### src/rtl/alu_secuenciador.sv
// Command FIFO + issue/capture sequencer wrapped around a combinational ALU.
// Optional macro ALU_OPCHECK_EN: opcodes above 4'h9 are trapped and reported on res_err.
module alu_secuenciador #(
    parameter int Ancho = 4,
    parameter int PROF  = 4
) (
    input  logic                   clk,
    input  logic                   rst,
    input  logic                   cmd_valid,
    output logic                   cmd_ready,
    input  logic [Ancho-1:0]       cmd_a,
    input  logic [Ancho-1:0]       cmd_b,
    input  logic [3:0]             cmd_op,
    input  logic                   cmd_flagin,
    output logic [Ancho-1:0]       A,
    output logic [Ancho-1:0]       B,
    output logic [3:0]             ALUControl,
    output logic                   ALUFlagIn,
    input  logic [Ancho-1:0]       ALUResult,
    input  logic                   ALUFlags,
    input  logic                   Z,
    output logic                   res_valid,
    input  logic                   res_ready,
    output logic [Ancho-1:0]       res_data,
    output logic                   res_flag,
    output logic                   res_cero,
    output logic [3:0]             res_op,
    output logic                   res_err,
    output logic [$clog2(PROF):0]  cuenta
);
    localparam int PW = $clog2(PROF);
    localparam int CW = PW + 1;

    typedef struct packed {
        logic [Ancho-1:0] a;
        logic [Ancho-1:0] b;
        logic [3:0]       op;
        logic             flagin;
    } cmd_t;

    typedef enum logic [1:0] {INACTIVO, EJECUTA, ENTREGA} estado_t;

    estado_t          r_estado, w_siguiente;
    cmd_t             r_mem [PROF];
    logic [PW-1:0]    r_wr, r_rd;
    logic [CW-1:0]    r_cuenta;
    cmd_t             w_cab;
    logic             w_push, w_pop, w_no_vacio, w_captura, w_entrega, w_ilegal;

    logic [Ancho-1:0] r_a, r_b, r_res_data;
    logic [3:0]       r_ctrl, r_op, r_res_op;
    logic             r_fin, r_res_valid, r_res_flag, r_res_cero;

    assign cmd_ready  = (r_cuenta < CW'(PROF));
    assign w_push     = cmd_valid && cmd_ready;
    assign w_no_vacio = (r_cuenta != '0);
    assign w_cab      = r_mem[r_rd];
    assign cuenta     = r_cuenta;

    // ---------------- command FIFO ----------------
    always_ff @(posedge clk) begin
        if (w_push)
            r_mem[r_wr] <= '{a: cmd_a, b: cmd_b, op: cmd_op, flagin: cmd_flagin};
    end

    always_ff @(posedge clk or posedge rst) begin
        if (rst) begin
            r_wr     <= '0;
            r_rd     <= '0;
            r_cuenta <= '0;
        end else begin
            if (w_push) r_wr <= r_wr + PW'(1);
            if (w_pop)  r_rd <= r_rd + PW'(1);
            case ({w_push, w_pop})
                2'b10:   r_cuenta <= r_cuenta + CW'(1);
                2'b01:   r_cuenta <= r_cuenta - CW'(1);
                default: r_cuenta <= r_cuenta;
            endcase
        end
    end

    // ---------------- sequencer FSM ----------------
    always_ff @(posedge clk or posedge rst) begin
        if (rst) r_estado <= INACTIVO;
        else     r_estado <= w_siguiente;
    end

    always_comb begin
        w_siguiente = r_estado;
        case (r_estado)
            INACTIVO: if (w_no_vacio) w_siguiente = EJECUTA;
            EJECUTA:  w_siguiente = ENTREGA;
            ENTREGA:  if (res_ready) w_siguiente = w_no_vacio ? EJECUTA : INACTIVO;
            default:  w_siguiente = INACTIVO;
        endcase
    end

    always_comb begin
        w_pop     = 1'b0;
        w_captura = 1'b0;
        w_entrega = 1'b0;
        case (r_estado)
            INACTIVO: w_pop = w_no_vacio;
            EJECUTA:  w_captura = 1'b1;
            ENTREGA: begin
                w_entrega = res_ready;
                w_pop     = res_ready && w_no_vacio;
            end
            default: ;
        endcase
    end

    // ---------------- operand registers ----------------
`ifdef ALU_OPCHECK_EN
    logic r_ilegal;
    logic r_res_err;
    assign w_ilegal = (w_cab.op > 4'h9);

    always_ff @(posedge clk or posedge rst) begin
        if (rst)        r_ilegal <= 1'b0;
        else if (w_pop) r_ilegal <= w_ilegal;
    end
`else
    assign w_ilegal = 1'b0;
`endif

    // Trapped opcodes leave the ALU inputs untouched; only the op copy follows the command.
    always_ff @(posedge clk or posedge rst) begin
        if (rst) begin
            r_a    <= '0;
            r_b    <= '0;
            r_ctrl <= '0;
            r_fin  <= 1'b0;
            r_op   <= '0;
        end else if (w_pop) begin
            r_op <= w_cab.op;
            if (!w_ilegal) begin
                r_a    <= w_cab.a;
                r_b    <= w_cab.b;
                r_ctrl <= w_cab.op;
                r_fin  <= w_cab.flagin;
            end
        end
    end

    // ---------------- result capture ----------------
    always_ff @(posedge clk or posedge rst) begin
        if (rst) begin
            r_res_valid <= 1'b0;
            r_res_data  <= '0;
            r_res_flag  <= 1'b0;
            r_res_cero  <= 1'b0;
            r_res_op    <= '0;
        end else if (w_captura) begin
`ifdef ALU_OPCHECK_EN
            r_res_data  <= r_ilegal ? '0 : ALUResult;
            r_res_flag  <= !r_ilegal && ALUFlags;
            r_res_cero  <= !r_ilegal && Z;
`else
            r_res_data  <= ALUResult;
            r_res_flag  <= ALUFlags;
            r_res_cero  <= Z;
`endif
            r_res_op    <= r_op;
            r_res_valid <= 1'b1;
        end else if (w_entrega) begin
            r_res_valid <= 1'b0;
        end
    end

`ifdef ALU_OPCHECK_EN
    always_ff @(posedge clk or posedge rst) begin
        if (rst)            r_res_err <= 1'b0;
        else if (w_captura) r_res_err <= r_ilegal;
    end
    assign res_err = r_res_err;
`else
    assign res_err = 1'b0;
`endif

    assign A          = r_a;
    assign B          = r_b;
    assign ALUControl = r_ctrl;
    assign ALUFlagIn  = r_fin;
    assign res_valid  = r_res_valid;
    assign res_data   = r_res_data;
    assign res_flag   = r_res_flag;
    assign res_cero   = r_res_cero;
    assign res_op     = r_res_op;
endmodule

### config.mk
export PLATFORM = sky130hd
export DESIGN_NAME = alu_secuenciador
export DESIGN_NICKNAME = d
export VERILOG_FILES = /design/src/rtl/alu_secuenciador.sv
export SDC_FILE = /design/constraint.sdc
export NUM_CORES = 1
export LEC_CHECK = 0
export ABC_AREA = 0
export BUFFER_PORTS_ARGS = -buffer_cell sky130_fd_sc_hd__buf_4
export CAP_MARGIN = 20
export CORE_ASPECT_RATIO = 1.5
export CORE_MARGIN = 2
export CORE_UTILIZATION = 39
export CTS_BUF_LIST = sky130_fd_sc_hd__clkbuf_4
export DETAILED_ROUTE_END_ITERATION = 8
export MAX_ROUTING_LAYER = met4
export PLACE_DENSITY = 0.56
export SYNTH_ARGS = -nofsm -noshare
export SYNTH_HDL_FRONTEND = slang
export SYNTH_SLANG_ARGS = --single-unit
### constraint.sdc
create_clock -name clk -period 2.67 [get_ports clk]
set_input_delay 0.1335 -clock clk [delete_from_list [all_inputs] [get_ports clk]]
set_output_delay 0.1335 -clock clk [all_outputs]
set_load 0.1 [all_outputs]
==> results.json <==
{
  "outcome": "finished clean",
  "slew_violations": 0,
  "drive_above_1_share": 0.429,
  "synth-compound-area-share": 0.00673,
  "cp.arrival_ns": 2.21,
  "grt_pass1_vias": 1801,
  "path_buf_inv": 1,
  "fin_cells": 366,
  "insertion_delay_ns": 0.43,
  "final_cell_mix": "59 x buf_4, 52 x edfxtp_1, 30 x dfrtp_1",
  "place_inst": 329,
  "grt-ovfl-total": 0,
  "cts-resized-gates": 0,
  "synthAdderAreaFrac": 0.0247,
  "timing.slew.headroom": 0.519,
  "cts_buffer_depth": 2,
  "cts.sinks": 85,
  "via_per_inst": 4.66,
  "start_util": 0.400,
  "crit_path_cell_trace": "nor2b_1, nor3_2, ha_1, inv_1, fa_1, xor2_1, nor2_1, xnor2_1",
  "rrSetupSlack_ns": 0.83,
  "setup_viol": 0,
  "die_y_um": 117,
  "mostFrequentLayoutCell": "buf_4",
  "wl_per_cell_um": 16.4,
  "yosysTopAreaCell": "edfxtp_1",
  "post-synth-top-area-fraction": 0.467,
  "finalWeightedCongestion": 0.714,
  "synth_area_leaders": "edfxtp_1 47%, dfrtp_1 25%, mux4_2 5.4%",
  "finalClockSkew_ns": 0.0127,
  "hold_path_class": "input port to register",
  "route.detailed.drc": 0,
  "htreeDepth": 3,
  "cts_made_buffers": 9,
  "die_x_um": 79.6,
  "yosys_warnings": 0,
  "crit_family": "adder cells",
  "tightestPinTransition_ns": 0.722,
  "clkTransAtPathRegs_ns": 0.13,
  "hold_viol": 0,
  "synth_top_family_by_area": "multiplexers",
  "syn_avg_cell_area_um2": 19.7,
  "hpwl_um": 3900,
  "row_count": 41,
  "syn_to_final_growth_pct": 26.6,
  "dieArea_um2": 9350,
  "max_freq_mhz": 542,
  "core-area_um2": 8360,
  "design.final.nets": 283,
  "cp_max_fo": 4,
  "synthMuxAreaShare": 0.182,
  "grt_max_degree": 25,
  "finalCriticalPeriod_ns": 1.84,
  "end_kind": "register",
  "cts_hold_buffers": 20,
  "tns_ns": 0,
  "ys_seq_area_frac": 0.714,
  "crit_path_start_kind": "register",
  "synth_xor_area_frac": 0.0157,
  "drv_cap": 0,
  "firstDrtPassIters": 2,
  "ant_nets": 0,
  "synthCells": 170,
  "grt_pass1_wl_um": 9550,
  "cts_tree": "yes",
  "num_vias": 1705,
  "critical_path.max_stage_delay_ns": 0.43,
  "synth_nets": 199,
  "cts-root-buf": "clkbuf_4",
  "top_level_ports": 52,
  "n_antenna_cell": 0,
  "antenna_found_initial": 0,
  "port_buffers": 50,
  "crit_type": "register to register",
  "drt_iter0_drc": 52,
  "worstPathRequired_ns": 3.03,
  "syn_area_um2": 3350,
  "grt_setup_unrepaired": "false",
  "period_share": 0.691,
  "synthSimpleGateAreaFrac": 0.0258,
  "ys_ff_latch": 85,
  "post_cts_buffers": 0,
  "drt-total-wl_um": 5990,
  "grt_usage": 0.146,
  "yosys.cell_types.count": 29,
  "crit_slowest_cell": "dfrtp_1"
}
==> final timing paths <==
check | from | to | cells after the start
max | r_estado[1] | cuenta[2] | 8
min | res_ready | r_estado[0] | 3
max reg2reg | r_estado[1] | cuenta[2] | 8
min reg2reg | r_estado[1] | res_valid | 1
max in group asynchronous | rst | B[1] | 5
min in group asynchronous | rst | A[0] | 3
==> metrics by stage <==
step	instance area (um2)	setup slack (ns)	utilization	hold slack, ns
4_1_cts	4210	0.813	0.503	0.0182
6_report	4230	0.825	0.506	0.0489
3_3_place_gp	3860	0.878	0.462	0.337
3_5_place_dp	3860	0.841	0.462	0.341
2_1_floorplan	3350	0.193	-	0.232
5_1_grt	4230	0.638	0.506	0.0308
==> sequential cells by signal, summed over array words and instances (netlist names) <==
name       flops
res_valid      1
res_op         4
res_data       4
cuenta         3
r_rd           2
ALUFlagIn      1
r_mem         52
r_op           4
B              4
A              4
r_wr           2
res_flag       1
r_estado       2
res_cero       1
==> worst register-to-register path: stages (launching register included) <==
cell,delay [ns]
dfrtp_1,0.43
nor2b_1,0.18
nor3_2,0.15
ha_1,0.21
inv_1,0.06
fa_1,0.37
xor2_1,0.15
nor2_1,0.11
xnor2_1,0.12
==> Yosys cell counts <==
| cell type | count |
|---|---|
| a21o_1 | 1 |
| a21oi_1 | 2 |
| and2_1 | 4 |
| buf_1 | 1 |
| buf_12 | 1 |
| buf_2 | 1 |
| buf_4 | 1 |
| buf_6 | 2 |
| clkbuf_1 | 1 |
| conb_1 | 1 |
| dfrtp_1 | 33 |
| edfxtp_1 | 52 |
| fa_1 | 1 |
| ha_1 | 5 |
| inv_1 | 10 |
| mux2_2 | 15 |
| mux2_4 | 8 |
| mux2i_1 | 1 |
| mux4_1 | 5 |
| mux4_2 | 8 |
| nand2_1 | 2 |
| nor2_1 | 2 |
| nor2b_1 | 2 |
| nor3_1 | 1 |
| nor3_2 | 2 |
| nor4b_1 | 1 |
| o21ai_0 | 1 |
| xnor2_1 | 3 |
| xor2_1 | 3 |
==> cell families (layout without fill, tap and decap cells) <==
kind of cell             after synthesis  count (layout)
XOR/XNOR                               6               6
buffers and inverters                 17             106
other                                  1               1
adder cells (fa/ha/maj)                6               6
AND/OR/NAND/NOR                       14              14
flip-flops                            85              85
AO/OA/AOI/OAI                          4               4
multiplexers                          37              37
==> cell type report <==
| type | instances | area (um2) |
|---|---|---|
| fill | 710 | 4130 |
| sequential | 85 | 2390 |
| multi-input combinational | 68 | 858 |
| timing repair buffer | 80 | 671 |
| tap | 107 | 134 |
| clock inverter | 7 | 75.1 |
| clock buffer | 9 | 67.6 |
| inverter | 10 | 37.5 |
==> metal layers <==
metal	track usage	vias up	wire, um
li1	-	799	-
met1	0.163	856	2360
met2	0.239	42	3260
met3	0.0415	8	277
met4	0.0647	0	99
met5	-	-	0
Power is left out: the tool's default activity adds up to more than one toggle a clock period on the data nets, which glitch-free logic cannot reach.
